[src/rtl/ads8689_spi_arbiter.sv]
// Round-robin arbiter sharing one SPI master among N_REQ requesters of an ADS8689 ADC.
// Optional WAIT-state timeout abort is compiled in with ADS8689_SPI_ARB_TIMEOUT_EN.
module ads8689_spi_arbiter #(
  parameter int N_REQ          = 4,
  parameter int DATA_WIDTH     = 32,
  parameter int GAP_CYCLES     = 2,
  parameter int TIMEOUT_CYCLES = 4096
) (
  input  logic                        i_clk,
  input  logic                        i_rst,
  input  logic [N_REQ-1:0]            i_req,
  input  logic [N_REQ*DATA_WIDTH-1:0] i_req_mosi_data,
  output logic [N_REQ-1:0]            o_ack,
  output logic                        o_err,
  output logic [DATA_WIDTH-1:0]       o_rdata,
  output logic [N_REQ-1:0]            o_grant,
  output logic                        o_spi_start,
  output logic [DATA_WIDTH-1:0]       o_spi_mosi_data,
  input  logic                        i_spi_data_valid,
  input  logic [DATA_WIDTH-1:0]       i_spi_miso_data,
  output logic                        o_busy,
  output logic [2:0]                  o_debug_state
);

  localparam int IDX_W = $clog2(N_REQ);
  localparam logic [IDX_W:0]   N_REQ_W   = (IDX_W+1)'(N_REQ);
  localparam logic [IDX_W-1:0] LAST_INIT = IDX_W'(N_REQ-1);
  localparam logic [7:0]       GAP_LAST  = 8'(GAP_CYCLES-1);

  typedef enum logic [2:0] {
    S_IDLE  = 3'd0,
    S_START = 3'd1,
    S_WAIT  = 3'd2,
    S_DONE  = 3'd3,
    S_GAP   = 3'd4
  } state_t;

  state_t                state;
  logic [IDX_W-1:0]      last_winner;
  logic [IDX_W-1:0]      winner;
  logic [7:0]            gap_cnt;

  logic                  sel_found;
  logic [IDX_W-1:0]      sel_idx;
  logic [IDX_W:0]        cand;
  logic [DATA_WIDTH-1:0] sel_data;

`ifdef ADS8689_SPI_ARB_TIMEOUT_EN
  localparam int CW = $clog2(TIMEOUT_CYCLES+1);
  localparam logic [CW-1:0] TO_MAX = CW'(TIMEOUT_CYCLES);
  logic [CW-1:0] wait_cnt;
  logic          err_q;
  assign o_err = err_q;
`else
  assign o_err = 1'b0;
`endif

  assign o_busy        = (state != S_IDLE);
  assign o_debug_state = state;

  // Search starts one past the last winner; cand stays below 2*N_REQ so one wrap suffices.
  always_comb begin
    sel_found = 1'b0;
    sel_idx   = '0;
    cand      = '0;
    for (int i = 1; i <= N_REQ; i++) begin
      cand = {1'b0, last_winner} + (IDX_W+1)'(i);
      if (cand >= N_REQ_W) cand = cand - N_REQ_W;
      if (!sel_found && i_req[cand[IDX_W-1:0]]) begin
        sel_found = 1'b1;
        sel_idx   = cand[IDX_W-1:0];
      end
    end
  end

  assign sel_data = i_req_mosi_data[sel_idx*DATA_WIDTH +: DATA_WIDTH];

  always_ff @(posedge i_clk) begin
    if (i_rst) begin
      state           <= S_IDLE;
      last_winner     <= LAST_INIT;
      winner          <= '0;
      gap_cnt         <= '0;
      o_ack           <= '0;
      o_grant         <= '0;
      o_spi_start     <= 1'b0;
      o_rdata         <= '0;
      o_spi_mosi_data <= '0;
`ifdef ADS8689_SPI_ARB_TIMEOUT_EN
      wait_cnt        <= '0;
      err_q           <= 1'b0;
`endif
    end else begin
      o_ack       <= '0;
      o_spi_start <= 1'b0;
`ifdef ADS8689_SPI_ARB_TIMEOUT_EN
      err_q       <= 1'b0;
`endif
      case (state)
        S_IDLE: begin
          if (sel_found) begin
            winner          <= sel_idx;
            o_spi_mosi_data <= sel_data;
            o_grant         <= N_REQ'(1) << sel_idx;
            state           <= S_START;
          end
        end
        S_START: begin
          o_spi_start <= 1'b1;
`ifdef ADS8689_SPI_ARB_TIMEOUT_EN
          wait_cnt    <= '0;
`endif
          state       <= S_WAIT;
        end
        S_WAIT: begin
          // A frame arriving on the timeout cycle still wins: no error is flagged.
          if (i_spi_data_valid) begin
            o_rdata <= i_spi_miso_data;
            o_ack   <= o_grant;
            state   <= S_DONE;
          end
`ifdef ADS8689_SPI_ARB_TIMEOUT_EN
          else if (wait_cnt == TO_MAX) begin
            o_rdata <= '0;
            o_ack   <= o_grant;
            err_q   <= 1'b1;
            state   <= S_DONE;
          end else begin
            wait_cnt <= wait_cnt + 1'b1;
          end
`endif
        end
        S_DONE: begin
          last_winner <= winner;
          o_grant     <= '0;
          gap_cnt     <= '0;
          state       <= S_GAP;
        end
        S_GAP: begin
          if (gap_cnt == GAP_LAST) state <= S_IDLE;
          else gap_cnt <= gap_cnt + 1'b1;
        end
        default: begin
          o_grant <= '0;
          state   <= S_IDLE;
        end
      endcase
    end
  end

endmodule

[config.mk]
export PLATFORM = sky130hd
export DESIGN_NAME = ads8689_spi_arbiter
export DESIGN_NICKNAME = d
export VERILOG_FILES = /design/src/rtl/ads8689_spi_arbiter.sv
export SDC_FILE = /design/constraint.sdc
export NUM_CORES = 1
export LEC_CHECK = 0
export ABC_CLOCK_PERIOD_IN_PS = 1500
export BUFFER_PORTS_ARGS = -buffer_cell sky130_fd_sc_hd__buf_2
export CORE_UTILIZATION = 41
export DETAILED_ROUTE_END_ITERATION = 10
export MAX_ROUTING_LAYER = met4
export PLACE_DENSITY = 0.79
export RECOVER_POWER = 50
export SYNTH_ARGS = -nofsm -noshare
export SYNTH_HDL_FRONTEND = slang
export SYNTH_SLANG_ARGS = --single-unit
[constraint.sdc]
create_clock -name i_clk -period 1.5 [get_ports i_clk]
set_input_delay 0.225 -clock i_clk [delete_from_list [all_inputs] [get_ports i_clk]]
set_output_delay 0.225 -clock i_clk [all_outputs]
set_load 0.01 [all_outputs]
## Word-level counts from Yosys, hierarchy flattened

Index checks and enable logic that the tools add are counted.

- Memory bits (read-only): 0
- Logic and storage cells: 85
- Output and inout port bits: 78
- Memories: 0
- Bits in latches: 0
- Bits of input ports: 167
- Flip-flop bits (word level): 88
- Memory bits (writable): 0

- Divide/modulo/power cells: 0
- Reduce and logical (&&, ||, !) cells: 16
- Bitwise logic cells: 3
- Add/subtract/negate cells: 9
- Order comparisons: 8
- Multipliers: 0
- Shifts and indexed selects: 2
- Muxes and demuxes: 29
- Equal/unequal tests: 9

Operators with widths:

| operator | number |
|---|---|
| variable part select 128 x 8 -> 32 bit | 1 |
| two-way mux 2 bit | 8 |
| case mux 8 bit (2 select lines) | 1 |
| case mux 3 bit (5 select lines) | 1 |
| >= comparator 3 bit, second input constant | 4 |
| < comparator 2 x 3 -> 1 bit, second input constant | 4 |
| two-way mux 1 bit | 9 |
| two-way mux 3 bit | 3 |
| adder 8 x 1 -> 8 bit, second input constant | 1 |
| binary-select mux 1 bit (select 2 bit) | 4 |
| == test 8 x 1 -> 1 bit, second input constant | 1 |
| two-way mux 8 bit | 1 |
| != test 2 bit, second input constant | 4 |
| case mux 4 bit (2 select lines) | 1 |
| AND reduction 2 bit | 4 |
| subtractor 2 x 1 -> 2 bit, second input constant | 4 |
| adder 2 x 2 -> 3 bit, second input constant | 2 |
| == test 3 x 2 -> 1 bit, second input constant | 2 |
| OR reduction 3 bit | 2 |
| two-way mux 4 bit | 1 |
| << shifter 1 x 2 -> 4 bit, first input constant | 1 |
| adder 2 x 1 -> 3 bit, second input constant | 1 |
| adder 2 x 3 -> 3 bit, second input constant | 1 |
| == test 3 x 1 -> 1 bit, second input constant | 1 |
| 8 further kinds | 14 |

## Depth between registers and ports, before layout

Gate-level depths: netlist (run 1).

- Depth after elaboration: 18
- Depth in mapped cells: 8

## Least setup slack after synthesis (run 1)

Ideal clock, no wire load.

- Path kind: reg2reg
- From: register state[2], in the netlist o_debug_state[2]
- To: register gap_cnt[7]
- Buffers on the path: 1
- Cell stages (with the launch flop): 7
- Slack: -0.216 ns
- Library setup time: 0.120 ns
- Data required time: 1.380 ns
- Data arrival time: 1.596 ns
- Path through: dfxtp_1 > buf_4 > or3b_2 > a211oi_4 > nand3_1 > xor2_1 > nor2_1

- Word-level cells in the longest chain between the ends: 3

RTL lines:

| item | RTL line | source |
|---|---|---|
| start: declaration | 38 | `state_t state;` |
| start signal: assignment | 80 | `state <= S_IDLE;` |
| start signal: assignment | 105 | `state <= S_START;` |
| start signal: assignment | 113 | `state <= S_WAIT;` |
| == test 3 bit or == test 3 x 2 -> 1 bit (tied branches) | 99 | `case (state)` |
| != test 2 bit (no line) or nonzero test 2 bit (tied branches) | - |  |
| AND reduction 2 bit (no line) | - |  |
| end signal: assignment | 141 | `else gap_cnt <= gap_cnt + 1'b1;` |
| end: declaration | 41 | `logic [7:0] gap_cnt;` |

Several ways; a longest one is shown, not always the timed one.
A chain may end at the register's enable or synchronous reset.

## Final worst setup path (run 1)

- From: register last_winner[1]
- To: register o_spi_mosi_data[15]

- Word-level cells in the longest chain between the ends: 16

RTL lines:

| item | RTL line | source |
|---|---|---|
| start: declaration | 39 | `logic [IDX_W-1:0] last_winner;` |
| start signal: assignment | 134 | `last_winner <= winner;` |
| adder 2 x 1 -> 3 bit | 67 | `cand = {1'b0, last_winner} + (IDX_W+1)'(i);` |
| >= comparator 3 bit or subtractor 2 x 1 -> 2 bit (tied branches) | 68 | `if (cand >= N_REQ_W) cand = cand - N_REQ_W;` |
| two-way mux 2 bit | 68 |  |
| binary-select mux 1 bit (select 2 bit) | 69 | `if (!sel_found && i_req[cand[IDX_W-1:0]]) begin` |
| two-way mux 1 bit (not written as such) | 69 |  |
| two-way mux 1 bit | 69 |  |
| zero test 1 bit | 69 |  |
| logical AND 1 bit | 69 |  |
| two-way mux 1 bit | 69 |  |
| zero test 1 bit | 69 |  |
| logical AND 1 bit | 69 |  |
| two-way mux 1 bit | 69 |  |
| zero test 1 bit | 69 |  |
| logical AND 1 bit | 69 |  |
| two-way mux 2 bit or two-way mux 1 bit (tied branches) | 69 |  |
| variable part select 128 x 8 -> 32 bit or AND reduction 2 bit (tied branches) | - |  |
| end signal: assignment | 103 | `o_spi_mosi_data <= sel_data;` |
| end: declaration | 18 | `output logic [DATA_WIDTH-1:0] o_spi_mosi_data,` |

Several ways; a longest one is shown, not always the timed one. The select of a mux whose other input is x is not followed.

==> results of run 1 <==
==> area by class of cell <==
| type | instances | area, um^2 | area share [%] |
|---|---|---|---|
| Multi-Input combinational cell | 393 | 2920 | 41.5 |
| Timing Repair Buffer | 309 | 1940 | 27.6 |
| Sequential cell | 88 | 1770 | 25.2 |
| Tap cell | 140 | 175 | 2.49 |
| Clock buffer | 9 | 124 | 1.76 |
| Clock inverter | 7 | 70.1 | 0.998 |
| Inverter | 7 | 26.3 | 0.374 |
==> Yosys cell counts (all sizes together) (2+ instances only) <==
cell type   n  share of area, %
o22ai       2              0.27
mux2i      33               7.2
nand2b      2              0.27
dfxtp      88                39
clkbuf     29               2.4
nor4b       2              0.38
nor3b      61                10
a21oi      43               5.0
a211o       2              0.38
nand3       5              0.55
nor3        4              0.44
nand2      71               5.8
a22oi       4              0.66
o21ai       9              0.99
xor2        4              0.77
a211oi     32               5.5
ha          2              0.55
nand3b      4              0.66
xnor2       3              0.57
a221oi     30               5.7
and2        4              0.55
nor2       55               4.5
buf        25               3.5
inv         7              0.57
==> state kept, by name, summed over array words and instances, names as in the netlist <==
signal           flops
o_rdata             32
o_debug_state        3
gap_cnt              8
o_grant              4
winner               2
last_winner          2
o_spi_start          1
o_ack                4
o_spi_mosi_data     32
==> timing repair <==
action                     in CTS  in global routing
pin swaps                       1                 16
buffers inserted                2                  7
hold buffers                    0                  0
setup endpoints to repair      38                 47
gates resized for setup        11                 78
cloned                          1                  4
==> placed cells by master, fill, tap and decap left out, types with 26 or more instances in the layout <==
master	synthesis	final
nor3b_1	61	31
nor2_1	55	51
nor3b_2	0	30
buf_2	16	186
buf_4	6	40
clkbuf_1	29	57
a211oi_1	31	26
a21oi_1	42	39
dfxtp_1	88	83
mux2i_1	33	30
nand2_1	71	71
==> tightest hold or removal path: stages <==
cell and delay [ns]:
buf_2 0.09, nand2_1 0.04, a21oi_1 0.05
==> stage by stage <==
stage	utilization (%)	setup slack (ns)
final	64.8	-0.227
after global routing	64.8	-0.333
after CTS	60.7	-0.213
after detailed placement	58.1	-0.275
after global placement	58.1	-0.182
after floorplan	-	-0.0840
==> cell families (layout without fill, tap and decap cells) <==
| family | Yosys count | count (layout) |
|---|---|---|
| buffers and inverters | 61 | 332 |
| AND/OR/NAND/NOR | 215 | 215 |
| adder cells (fa/ha/maj) | 3 | 3 |
| multiplexers | 34 | 34 |
| flip-flops | 88 | 88 |
| XOR/XNOR | 7 | 7 |
| other | 1 | 1 |
| AO/OA/AOI/OAI | 133 | 133 |
==> worst max path at each step <==
stage,from,slack [ns],cells after the start,end
floorplan,last_winner[1],-0.08,6,o_spi_mosi_data[25]
global placement,i_req[3],-0.18,7,o_spi_mosi_data[29]
detailed placement,i_req[1],-0.28,8,o_spi_mosi_data[17]
CTS,last_winner[1],-0.21,7,o_spi_mosi_data[4]
global route,last_winner[1],-0.33,8,o_spi_mosi_data[15]
finish,last_winner[1],-0.23,8,o_spi_mosi_data[15]
==> routing by layer <==
metal / up-vias / track usage (%)
met4: 0 / 6.95
met2: 225 / 40.8
li1: 2489 / -
met3: 20 / 4.54
met5: - / -
met1: 2348 / 30.6
==> power by group through the flow <==
stage          Sequential, mW  Combinational [mW]  Clock [mW]
2_1_floorplan            3.28                1.97           0
3_3_place_gp             3.08                3.64           0
3_5_place_dp             3.10                3.70           0
4_1_cts                  3.06                3.82        1.68
5_1_grt                  3.13                4.57        1.79
6_report                 3.07                4.24        1.62
==> impl_metrics.csv, run 1 <==
group,metric,value,unit
cts,cts.sinks,88,
place,placed_cell_area,6300,um^2
die,ios,245,
pwr,total_power,8.94,mW
synthesis,yosys.area_share.simple,24.5,%
sta,rsz0062_at_grt,"yes",
sta,finalHoldViolCount,0,
critical_path,r2r_start,"last_winner[1]",
pwr,powerDensity,1270,nW/um^2
pwr,p_comb_share,47.5,%
critical_path,required,1.76,ns
sta,slew_violations,0,
critical_path,critPathBufInv,3,
pwr,max-vdd-ir-drop,0.000637,V
cts,insertion_delay,0.36,ns
critical_path,worstPathArrival,1.98,ns
sta,fmax,579,MHz
pwr,p_sw,3.53,mW
sta,setup-tns-final,-5.95,ns
final_layout,fin_nets,977,
min_path,hp-start,"i_spi_miso_data[9]",
die,coreArea,10800,um^2
synthesis,synth_top_family_by_area,"simple AND/OR/NAND/NOR gates",
min_path,hold_depth,3,
drt,top_layer_used,"met4",
sta,holdWs,0.0898,ns
die,rows,38,
grt,grt_pass1_wl,21700,um
place,dp.cells,923,
drt,drtIter0Drc,314,
drt,ant_nets,0,
synthesis,ys_warn_count,0,
critical_path,cp_top_family,"buffers and inverters",
run_status,status,"complete, but fails checks",
synthesis,synth_ff_type,"dfxtp_1",
grt,grt.overflow.total,0,
cts,cts_tree,"yes",
synthesis,ys_async_sr_fraction,0,%
synthesis,synth-seq-cells,88,
sta,final.setup.worst_slack,-0.227,ns
synthesis,synth_cell_type_count,49,
cts,cts-root-buf,"clkbuf_8",
min_path,min_to,"o_rdata[9]",
synthesis,synth.area.mux_share,7.47,%
synthesis,ys_seq_area_share,38.5,%
cts,htree_levels,3,
synthesis,synthAdderAreaFrac,0.766,%
place,hpwlAfterDp,10300,um
final_layout,syn_to_final_growth,53.6,%
die,die_w,108,um
run_status,violations,"negative setup slack",
final_layout,final_area,7020,um^2
grt,grt_pass1_vias,4414,
cts,clock_path_buffers,2,
critical_path,critPathMostFrequentCell,"buf_6",
critical_path,r2r_end,"o_spi_mosi_data[15]",
drt,route.met2.wl,7490,um
synthesis,syn-cell-area,4570,um^2
synthesis,synth.net_count,711,
critical_path,worstSetupStartpointType,"flop",
pwr,pwr-share-seq,34.4,%
die,initial_core_util,42.2,%
critical_path,r2r_slack,-0.23,ns
synthesis,avgSynthCellArea,8.44,um^2
pwr,power.clock.fraction,18.2,%
min_path,hp-class,"input port to flop",
synthesis,synthXorXnorAreaFrac,1.34,%
place,place_congestion,0.892,
grt,grt_max_degree,36,
final_layout,drive_gt1_share,42.9,%
drt,dr_wl_met3,986,um
die,die_area,11600,um^2
critical_path,crit_type,"flop to flop",
sta,min_period,1.73,ns
sta,finClkSkew,0.00684,ns
drt,vias_per_cell,5.33,
critical_path,worstSetupEndpointType,"flop",
drt,post_drt_wl_per_cell,15.8,um
grt,antenna_found_initial,0,
critical_path,path_cells,"buf_6 -> nand3b_1 -> o31ai_4 -> buf_6 -> clkbuf_16 -> nor3b_2 -> mux2i_1 -> a211oi_1",
sta,fin_crit_sh,115,%
cts,clk_pin_slew,0.10,ns
die,dieHeight,108,um
critical_path,r2r_cells,8,
critical_path,cpMaxStageDelayCell,"dfxtp_4",
synthesis,synth_compound_area_share,20.9,%
pwr,leakage,2.97,nW
final_layout,fillers,941,
place,port_buffers,243,
synthesis,synth_edf_count,0,
pwr,switching_share,39.4,%
final_layout,fin_cells,953,
critical_path,slowest_delay,0.39,ns
sta,setup_viol,45,
synthesis,postSynthCellCount,542,
grt,grtUsageTotal,24.6,%
drt,drc_errors,0,
cts,numCtsBuffers,9,
drt,vias,5082,
critical_path,cp_max_fo,16,
final_layout,diodes,0,
drt,dr.pass1.iters,5,
drt,wl_met1,6390,um
pwr,p_int,5.41,mW
run,maxCapViolations,0,
drt,wirelength,15100,um
(Power assumes the default switching activity.)
==> run 2, diff against run 1 <==
BUFFER_PORTS_ARGS = unset   (was -buffer_cell sky130_fd_sc_hd__buf_2)
CORE_AREA = 2 2 95 97   (was unset)
CORE_UTILIZATION = unset   (was 41)
DIE_AREA = 0 0 97 99   (was unset)
DONT_BUFFER_PORTS = 1   (was unset)
PLACE_DENSITY = 0.73   (was 0.79)
SKIP_LAST_GASP = 1   (was unset)
==> run 2 against run 1 <==
  * The flow finishes with violations (negative hold slack, negative setup slack)
  * Clock skew increased by 0.012 ns
  * Power decreased by 5.5%
  * Sequential power is 11% higher
  * Worst setup slack lost 0.015 ns
  * Register-to-register slack barely moved
  * Flip-flop and latch count unchanged
  * Critical endpoint is now o_spi_mosi_data[22]
  * Highest routed layer unchanged
==> impl_metrics.csv, run 2 (synthesis results as in run 1) <==
group,metric,value,unit
final_layout,final_common_cell,"dfxtp_1",
final_layout,final_cell_mix,"dfxtp_1, nand2_1, nor2_1",
pwr,max-vdd-ir-drop,0.00102,V
place,hpwlAfterDp,9420,um
cts,insertion_delay,0.36,ns
grt,grtUsageTotal,26.9,%
critical_path,required,1.75,ns
cts,cts.sinks,88,
cts,clk_pin_slew,0.10,ns
final_layout,diodes,0,
run_status,status,"complete, but fails checks",
sta,slew_violations,0,
die,coreArea,8550,um^2
drt,wirelength,14300,um
drt,post_drt_wl_per_cell,21.4,um
cts,cts_hold_buf,3,
cts,htree_levels,3,
die,die_w,97,um
die,die_area,9600,um^2
grt,grt.overflow.total,0,
drt,vias,4287,
critical_path,worstSetupEndpointType,"flop",
pwr,powerDensity,1470,nW/um^2
die,dieHeight,99,um
place,dp.cells,635,
grt,grt_max_degree,81,
die,ios,245,
critical_path,worstSetupStartpointType,"flop",
cts,cts_tree,"yes",
final_layout,fin_nets,723,
die,initial_core_util,53.5,%
cts,clock_path_buffers,2,
grt,antenna_found_initial,0,
die,rows,34,
final_layout,finish.utilization,67.1,%
drt,drc_errors,0,
run,maxCapViolations,0,
cts,numCtsBuffers,9,
place,place_congestion,0.892,
cts,cts-root-buf,"clkbuf_8",
sta,final.setup.worst_slack,-0.242,ns
final_layout,syn_to_final_growth,25.5,%
sta,finalHoldViolCount,73,
sta,min_period,1.74,ns
grt,grt_pass1_vias,4122,
min_path,hp-class,"input port to flop",
pwr,leakage,2.10,nW
final_layout,biggestRegsByFlops,"o_rdata (32), o_spi_mosi_data (32), gap_cnt (8)",
drt,drtIter0Drc,217,
sta,fmax,574,MHz
drt,vias_per_cell,6.43,
sta,fin_crit_sh,116,%
critical_path,crit_type,"flop to flop",
sta,setup_viol,33,
drt,dr.pass1.iters,4,
run_status,violations,"negative hold slack, negative setup slack",
place,dpl_worst_slack,-0.213,ns
grt,grt_pass1_wl,20500,um
final_layout,drive_gt1_share,26.3,%
place,port_buffers,0,
drt,ant_nets,0,
critical_path,worstPathArrival,1.99,ns
critical_path,cp_max_fo,9,
sta,rsz0062_at_grt,"yes",
sta,holdWs,-0.0777,ns
final_layout,fin_cells,667,
final_layout,fillers,649,
sta,finClkSkew,0.0184,ns
==> run 2: cell count changes in the layout (fill, tap and decap cells not counted), sizes merged <==
cell | previous run | this run
buf | 248 | 50
clkinv | 1 | 2
dlygate4sd3 | 0 | 2
inv | 12 | 11
clkbuf | 70 | 11
bufbuf | 0 | 1
==> run 2: routing by layer <==
layer  vias up  global-route usage, %  wire, um
li1       1975                      -         -
met1      2076                   30.1      5390
met2       196                   46.9      7500
met3        40                   4.89       937
met4         0                   11.9       465
met5         -                      -         0
==> run 2: power by group <==
group	internal, mW	leakage, nW	switching [mW]
registers	2.80	0.722	0.594
clock network	0.654	0.0970	0.982
logic	1.64	1.28	1.78
total	5.09	2.10	3.36
==> run 2: area by class of cell <==
| class | count | area [um^2] | area share, % |
|---|---|---|---|
| inverters | 7 | 26.3 | 0.458 |
| flip-flops and latches | 88 | 1770 | 30.9 |
| clock inverters | 7 | 72.6 | 1.27 |
| repair buffers | 55 | 676 | 11.8 |
| well taps | 108 | 135 | 2.36 |
| clock buffers | 9 | 124 | 2.16 |
| multi-input cells | 393 | 2930 | 51.0 |
==> run 2: repair_timing <==
item                                    4_1_cts  5_1_grt
hold endpoints to repair                     77       74
buffers inserted                              6        4
pin swaps                                     1       12
endpoints found under the setup margin       37       45
gates cloned                                  1        3
gates resized for setup                      16       64
==> run 2: final timing paths <==
| path | start | end | slack, ns | cells past startpoint |
|---|---|---|---|---|
| max reg2reg | last_winner[1] | o_spi_mosi_data[22] | -0.24 | 7 |
| min | i_rst | o_rdata[26] | -0.08 | 1 |
| min reg2reg | winner[1] | winner[1] | 0.47 | 2 |
| max | last_winner[1] | o_spi_mosi_data[22] | -0.24 | 7 |
==> run 2: worst max-delay path, cell delays in order, from the launching register on <==
cell and delay [ns]:
dfxtp_4 0.38, nand3b_1 0.17, buf_4 0.14, buf_4 0.09, nand3_2 0.15, clkbuf_16 0.24, a221oi_1 0.32, a211oi_1 0.14
==> run 2: metrics by stage <==
stage	cell area, um^2	setup TNS (ns)	power, mW	hold WS (ns)
2_1_floorplan	4620	-2.50	5.25	0.361
3_3_place_gp	4940	-2.52	6.10	0.300
3_5_place_dp	4940	-5.27	6.22	0.300
4_1_cts	5320	-3.78	8.01	-0.0940
5_1_grt	5740	-7.60	8.86	-0.101
6_report	5740	-4.92	8.45	-0.0777
